--- src/rtl/halt_ctrl.sv ---
// Simulation-termination sequencer: detects ebreak or a commit-stall watchdog expiry,
// freezes the core for a fixed drain window, then raises a sticky halt with an exit code.
module halt_ctrl #(
   parameter int unsigned XLEN         = 64,
   parameter int unsigned DRAIN_CYCLES = 4,
   parameter int unsigned WDOG_W       = 20
) (
   input  logic            clk,
   input  logic            rst_n,
   input  logic            commit_valid,
   input  logic [31:0]     commit_inst,
   input  logic [XLEN-1:0] commit_pc,
   input  logic [XLEN-1:0] commit_a0,
   output logic            stall,
   output logic            halt,
   output logic [1:0]      halt_code,
   output logic [XLEN-1:0] exit_value,
   output logic [XLEN-1:0] halt_pc,
   output logic [XLEN-1:0] cycle_cnt,
   output logic [XLEN-1:0] inst_cnt
);

   localparam logic [31:0]       EbreakInst = 32'h0010_0073;
   localparam logic [WDOG_W-1:0] WdogMax    = '1;
   localparam logic [7:0]        DrainLast  = 8'(DRAIN_CYCLES - 1);

   typedef enum logic [1:0] {StRun, StDrain, StHalted} state_e;

   state_e            r_state;
   logic              r_stall;
   logic              r_halt;
   logic [1:0]        r_halt_code;
   logic [XLEN-1:0]   r_exit_value;
   logic [XLEN-1:0]   r_halt_pc;
   logic [XLEN-1:0]   r_cycle_cnt;
   logic [XLEN-1:0]   r_inst_cnt;
   logic [XLEN-1:0]   r_last_pc;
   logic [WDOG_W-1:0] r_wdog;
   logic [7:0]        r_drain;

   logic w_ebreak;
   logic w_timeout;

   assign w_ebreak  = commit_valid && (commit_inst == EbreakInst);
   // A commit in the expiry cycle rescues the run.
   assign w_timeout = !commit_valid && (r_wdog == WdogMax);

   always_ff @(posedge clk or negedge rst_n) begin
      if (!rst_n) begin
         r_state      <= StRun;
         r_stall      <= 1'b0;
         r_halt       <= 1'b0;
         r_halt_code  <= 2'd0;
         r_exit_value <= '0;
         r_halt_pc    <= '0;
         r_cycle_cnt  <= '0;
         r_inst_cnt   <= '0;
         r_last_pc    <= '0;
         r_wdog       <= '0;
         r_drain      <= 8'd0;
      end else begin
         unique case (r_state)
            StRun: begin
               r_cycle_cnt <= r_cycle_cnt + XLEN'(1);
               if (commit_valid) begin
                  r_inst_cnt <= r_inst_cnt + XLEN'(1);
                  r_wdog     <= '0;
                  r_last_pc  <= commit_pc;
               end else begin
                  r_wdog <= r_wdog + WDOG_W'(1);
               end
               if (w_ebreak) begin
                  r_halt_code  <= (commit_a0 == '0) ? 2'd1 : 2'd2;
                  r_exit_value <= commit_a0;
                  r_halt_pc    <= commit_pc;
                  r_stall      <= 1'b1;
                  r_drain      <= 8'd0;
                  r_state      <= StDrain;
               end else if (w_timeout) begin
                  r_halt_code  <= 2'd3;
                  r_exit_value <= '0;
                  r_halt_pc    <= r_last_pc;
                  r_stall      <= 1'b1;
                  r_drain      <= 8'd0;
                  r_state      <= StDrain;
               end
            end
            StDrain: begin
               // Commits are dropped here; the core is expected to honour stall.
               if (r_drain == DrainLast) begin
                  r_halt  <= 1'b1;
                  r_state <= StHalted;
               end else begin
                  r_drain <= r_drain + 8'd1;
               end
            end
            StHalted: begin
               r_halt <= 1'b1;
            end
            default: begin
               r_state <= StRun;
            end
         endcase
      end
   end

   assign stall      = r_stall;
   assign halt       = r_halt;
   assign halt_code  = r_halt_code;
   assign exit_value = r_exit_value;
   assign halt_pc    = r_halt_pc;
   assign cycle_cnt  = r_cycle_cnt;
   assign inst_cnt   = r_inst_cnt;

endmodule

--- config.mk ---
export PLATFORM = sky130hd
export DESIGN_NAME = halt_ctrl
export DESIGN_NICKNAME = d
export VERILOG_FILES = /design/src/rtl/halt_ctrl.sv
export SDC_FILE = /design/constraint.sdc
export NUM_CORES = 1
export LEC_CHECK = 0
export CAP_MARGIN = 15
export CORE_MARGIN = 2
export CORE_UTILIZATION = 45
export CTS_BUF_LIST = sky130_fd_sc_hd__clkbuf_8
export DETAILED_ROUTE_END_ITERATION = 12
export GPL_ROUTABILITY_DRIVEN = 0
export GPL_TIMING_DRIVEN = 1
export PLACE_DENSITY_LB_ADDON = 0.12
export SLEW_MARGIN = 20
export SYNTH_ARGS = -nofsm -noshare
export SYNTH_HDL_FRONTEND = slang
export SYNTH_SLANG_ARGS = --single-unit
--- constraint.sdc ---
create_clock -name clk -period 4.2 [get_ports clk]
set_input_delay 0.84 -clock clk [delete_from_list [all_inputs] [get_ports clk]]
set_output_delay 0.84 -clock clk [all_outputs]
set_load 0.02 [all_outputs]
==> summary.txt <==
Synth
  – Multiplexer fraction of the synthesized cell area: 0.0911
  – Mean instance size in the synthesized netlist: 10.5 um2
  – Share of the synthesized area in compound gates (AO/OA/AOI/OAI): 0.0582
  – Number of synthesized register bits: 354
  – Fraction of synthesized cell area in xor and xnor cells: 0.0748
  – Area share of the leading cell type in the synthesized netlist: 0.540
  – Summed instance area of the synthesized netlist: between 0.015 and 0.02 mm2
  – Count of distinct cell types in the synthesized netlist: 54
  – Post-Syn Instances: between 1500 and 2000
  – Post-Synth Adder-Cell Area: 0.00305
  – Asr flop ratio synth: 1.00
  – Simple-gate share of the synthesized area: 0.188
  – Leading post-synthesis cells by cell area: sky130_fd_sc_hd__dfrtp_1, sky130_fd_sc_hd__nand2_1, sky130_fd_sc_hd__mux2_1, sky130_fd_sc_hd__mux2_2, sky130_fd_sc_hd__xor2_1
  – Portion of the post-synthesis area used by sequential elements: 0.540
  – EDFF count, synth: 0
  – Count of synthesis-stage warnings from yosys: 0
  – Net count after synthesis: 1723
  – Combinational family with the most area after synthesis: simple AND/OR/NAND/NOR gates
  – Main synth FF type: sky130_fd_sc_hd__dfrtp_1
  – Biggest area consumer among synthesized cells: sky130_fd_sc_hd__dfrtp_1

Pwr
  – Lkg Pwr: 10.2 nW
  – Power density normalized to cell area: roughly 420 mW/mm2
  – Worst IR Drop VDD: around 270 uV

CTS
  – Cts repair resizes: 0
  – Max Buffers Root-to-Sink: 3
  – Root buf cell: sky130_fd_sc_hd__clkbuf_8
  – Maximum level of the CTS H-tree: 2
  – Number of buffers added to fix hold violations after cts: 0
  – Number of buffers inserted by post-CTS setup repair: 0
  – Source-to-sink clock delay at the later pin of the worst-skew pair: approximately 620 ps
  – TritonCTS buffer count: 60
  – Clock slew at the register clock pins of the worst setup and hold paths: roughly 60 ps
  – Number of sinks handled by clock tree synthesis: 354
  – CTS tree: done

Route
  – Number of antenna-violating nets in the routed design: 0
  – DRC errors left: 0
  – Number of iterations in the first detailed-routing pass: 4
  – Overall via count from detail_route: around 13000
  – Initial detailed-routing violation count: 655
  – Average wire per standard cell: about 18 um
  – DR vias/cell: 5.25
  – Total Wirelength: 45.6 mm

Critical path
  – Arrival time at the worst endpoint: ~3600 ps
  – Length in cells of the worst reg-to-reg path: 6
  – Type of the worst setup path: primary input to register
  – Cells along the critical path: clkdlybuf4s50_1, nor4b_2, nand4_1, nor4_4, buf_12, mux2_2, mux2_1
  – Slowest Stage Delay on Critical Path: roughly 640 ps
  – CP max FO: between 60 and 70
  – Element type at the critical path start: primary input
  – Critical Path End Type: register
  – Count of cell instances traversed by the critical path: 7
  – Number of buffer and inverter instances along the worst setup path: 2
  – Cell with the largest stage delay on the worst path: sky130_fd_sc_hd__clkdlybuf4s50_1
  – Kind of cell adding the most delay to the critical path: buffers and inverters
  – Required time of the critical path: roughly 4700 ps

Layout
  – Share of layout cells above drive strength 1: 0.103
  – Final Instance Count excl. Fillers: around 2500
  – Highest-count cells in the layout ignoring fill and taps: sky130_fd_sc_hd__clkdlybuf4s50_1, sky130_fd_sc_hd__dfrtp_1, sky130_fd_sc_hd__nand2_1, sky130_fd_sc_hd__inv_1, sky130_fd_sc_hd__clkbuf_8
  – Post-layout net count: between 2000 and 2500
  – Layout-stage area growth over the synthesis result: 36.0%
  – Commonest non-fill, non-tap cell in the layout: sky130_fd_sc_hd__clkdlybuf4s50_1

STA
  – Final setup violation count: 0
  – Final Max Slew Viols: 0
  – Total negative slack: 0 ps
  – Time the final worst path needs with I/O delays and setup: between 3000 and 4000 ps
  – Final hold vios: 0
  – Final hold slack: between 200 and 300 ps
  – Unrepaired setup endpoints after global routing: no
  – Worst relative slew slack: 0.452
  – Highest attainable clock frequency: approximately 320 MHz
  – Worst Clk Skew: around 26 ps
  – Worst Tran Pin Value: approximately 800 ps
  – Ratio of final minimum period to clock period: 0.739

Job
  – Maximum capacitance violations: 0

Global route
  – Remaining global-route overflow: 0
  – First-pass GRT wire length: 73.2 mm
  – Via count of the first global-routing pass: 13500
  – Maximum number of pins on one net before global-route repair: between 100 and 150
  – GRT Overall Usage: 0.240
  – Initial antenna violation count: 3

Status
  – Run status: complete, no violations

Floorplanning
  – DIE AREA: ~0.038 mm2
  – Starting utilization of the core area: 0.459
  – DIE HEIGHT: between 150 and 200 um
  – Total I/O pin count: 423
  – Cell row count: slightly below 70
  – Core box area: about 0.036 mm2
  – Die span in x: approximately 190 um

Placement
  – IO Port Bufs: around 420
  – Number of cells in the design after placement: approximately 2400
  – Half-perimeter wire length after detailed placement: roughly 32 mm

Hold path
  – Hold Crit Class: primary input to async pin
[metrics by stage]
| stage | power [mW] | area, um2 | setup WS (ps) | util |
|---|---|---|---|---|
| global route | 9.96 | 22300 | 954 | 0.623 |
| detailed placement | 6.36 | 21100 | 421 | 0.589 |
| global placement | 6.28 | 21100 | 469 | 0.589 |
| finish | 9.40 | 22300 | 1100 | 0.624 |
| floorplan | 5.49 | 16400 | 1380 | - |
| CTS | 9.51 | 22300 | 1080 | 0.623 |
[worst paths after layout]
check / from / endpoint / slack, ps
hold reg to reg: inst_cnt[63]$_DFFE_PN0P_ / inst_cnt[63]$_DFFE_PN0P_ / 460
setup reg to reg: r_state[1]$_DFFE_PN0P_ / r_drain[1]$_DFFE_PN0P_ / 1220
setup / recovery: commit_valid / halt_pc[38]$_DFFE_PN0P_ / 1100
min in group clk: inst_cnt[63]$_DFFE_PN0P_ / inst_cnt[63]$_DFFE_PN0P_ / 460
max in group asynchronous: rst_n / halt_pc[28]$_DFFE_PN0P_ / 2970
hold / removal: rst_n / inst_cnt[38]$_DFFE_PN0P_ / 300
[worst reg2reg max path: stages (launching register included)]
cell	delay (ps)
sky130_fd_sc_hd__dfrtp_1	490
sky130_fd_sc_hd__or2_1	450
sky130_fd_sc_hd__nor3_4	470
sky130_fd_sc_hd__and3_2	320
sky130_fd_sc_hd__buf_4	610
sky130_fd_sc_hd__o21ai_1	270
sky130_fd_sc_hd__a31o_1	270
[per-layer routing]
metal,global-route usage,vias to the layer above,routed length (um)
met4,0.0913,4,1570
met1,0.311,6360,19300
met5,0,-,27
met2,0.384,404,21500
li1,-,6220,-
met3,0.0666,95,3220
[cell usage after synthesis, types with 8 or more instances]
| cell type | number |
|---|---|
| sky130_fd_sc_hd__dfrtp_1 | 354 |
| sky130_fd_sc_hd__nand2_1 | 265 |
| sky130_fd_sc_hd__inv_1 | 85 |
| sky130_fd_sc_hd__xor2_1 | 77 |
| sky130_fd_sc_hd__o21ai_1 | 70 |
| sky130_fd_sc_hd__mux2_1 | 65 |
| sky130_fd_sc_hd__mux2_2 | 65 |
| sky130_fd_sc_hd__nand3_1 | 64 |
| sky130_fd_sc_hd__o211ai_1 | 64 |
| sky130_fd_sc_hd__xnor2_1 | 63 |
| sky130_fd_sc_hd__nor2_1 | 60 |
| sky130_fd_sc_hd__nand4_1 | 48 |
| sky130_fd_sc_hd__nor3_1 | 42 |
| sky130_fd_sc_hd__nor4_1 | 41 |
| sky130_fd_sc_hd__clkbuf_1 | 40 |
| sky130_fd_sc_hd__and3_1 | 22 |
| sky130_fd_sc_hd__buf_2 | 18 |
| sky130_fd_sc_hd__nor3_2 | 9 |
| sky130_fd_sc_hd__buf_4 | 8 |
| sky130_fd_sc_hd__buf_6 | 8 |
[cell type report]
class	instances	area (um2)
Inverter	86	323
Antenna cell	1	2.50
Fill cell	2949	13500
Sequential cell	354	8860
Clock inverter	32	140
Clock buffer	79	1090
Tap cell	461	577
Timing Repair Buffer	441	4460
Multi-Input combinational cell	1040	6840
[sequential cells by signal (all words and copies together), names as in the netlist, 2 cells and up]
name	cells
r_drain	8
halt_pc	64
r_last_pc	64
r_state	2
cycle_cnt	64
r_wdog	20
halt_code	2
inst_cnt	64
exit_value	64
[power by group]
group          internal, mW  total, mW  switching, mW
logic                 0.897       2.07           1.17
clock network          1.68       3.10           1.42
registers              3.88       4.23          0.352
total                  6.45       9.40           2.94
[cell families (layout without fill, tap and decap cells)]
family / count (synthesis) / in the layout
flip-flops: 354 / 354
other: 0 / 1
multiplexers: 133 / 133
AO/OA/AOI/OAI: 154 / 154
adder cells (fa/ha/maj): 4 / 4
XOR/XNOR: 140 / 140
AND/OR/NAND/NOR: 609 / 609
buffers and inverters: 162 / 638
Power figures use the tool's default switching activity.
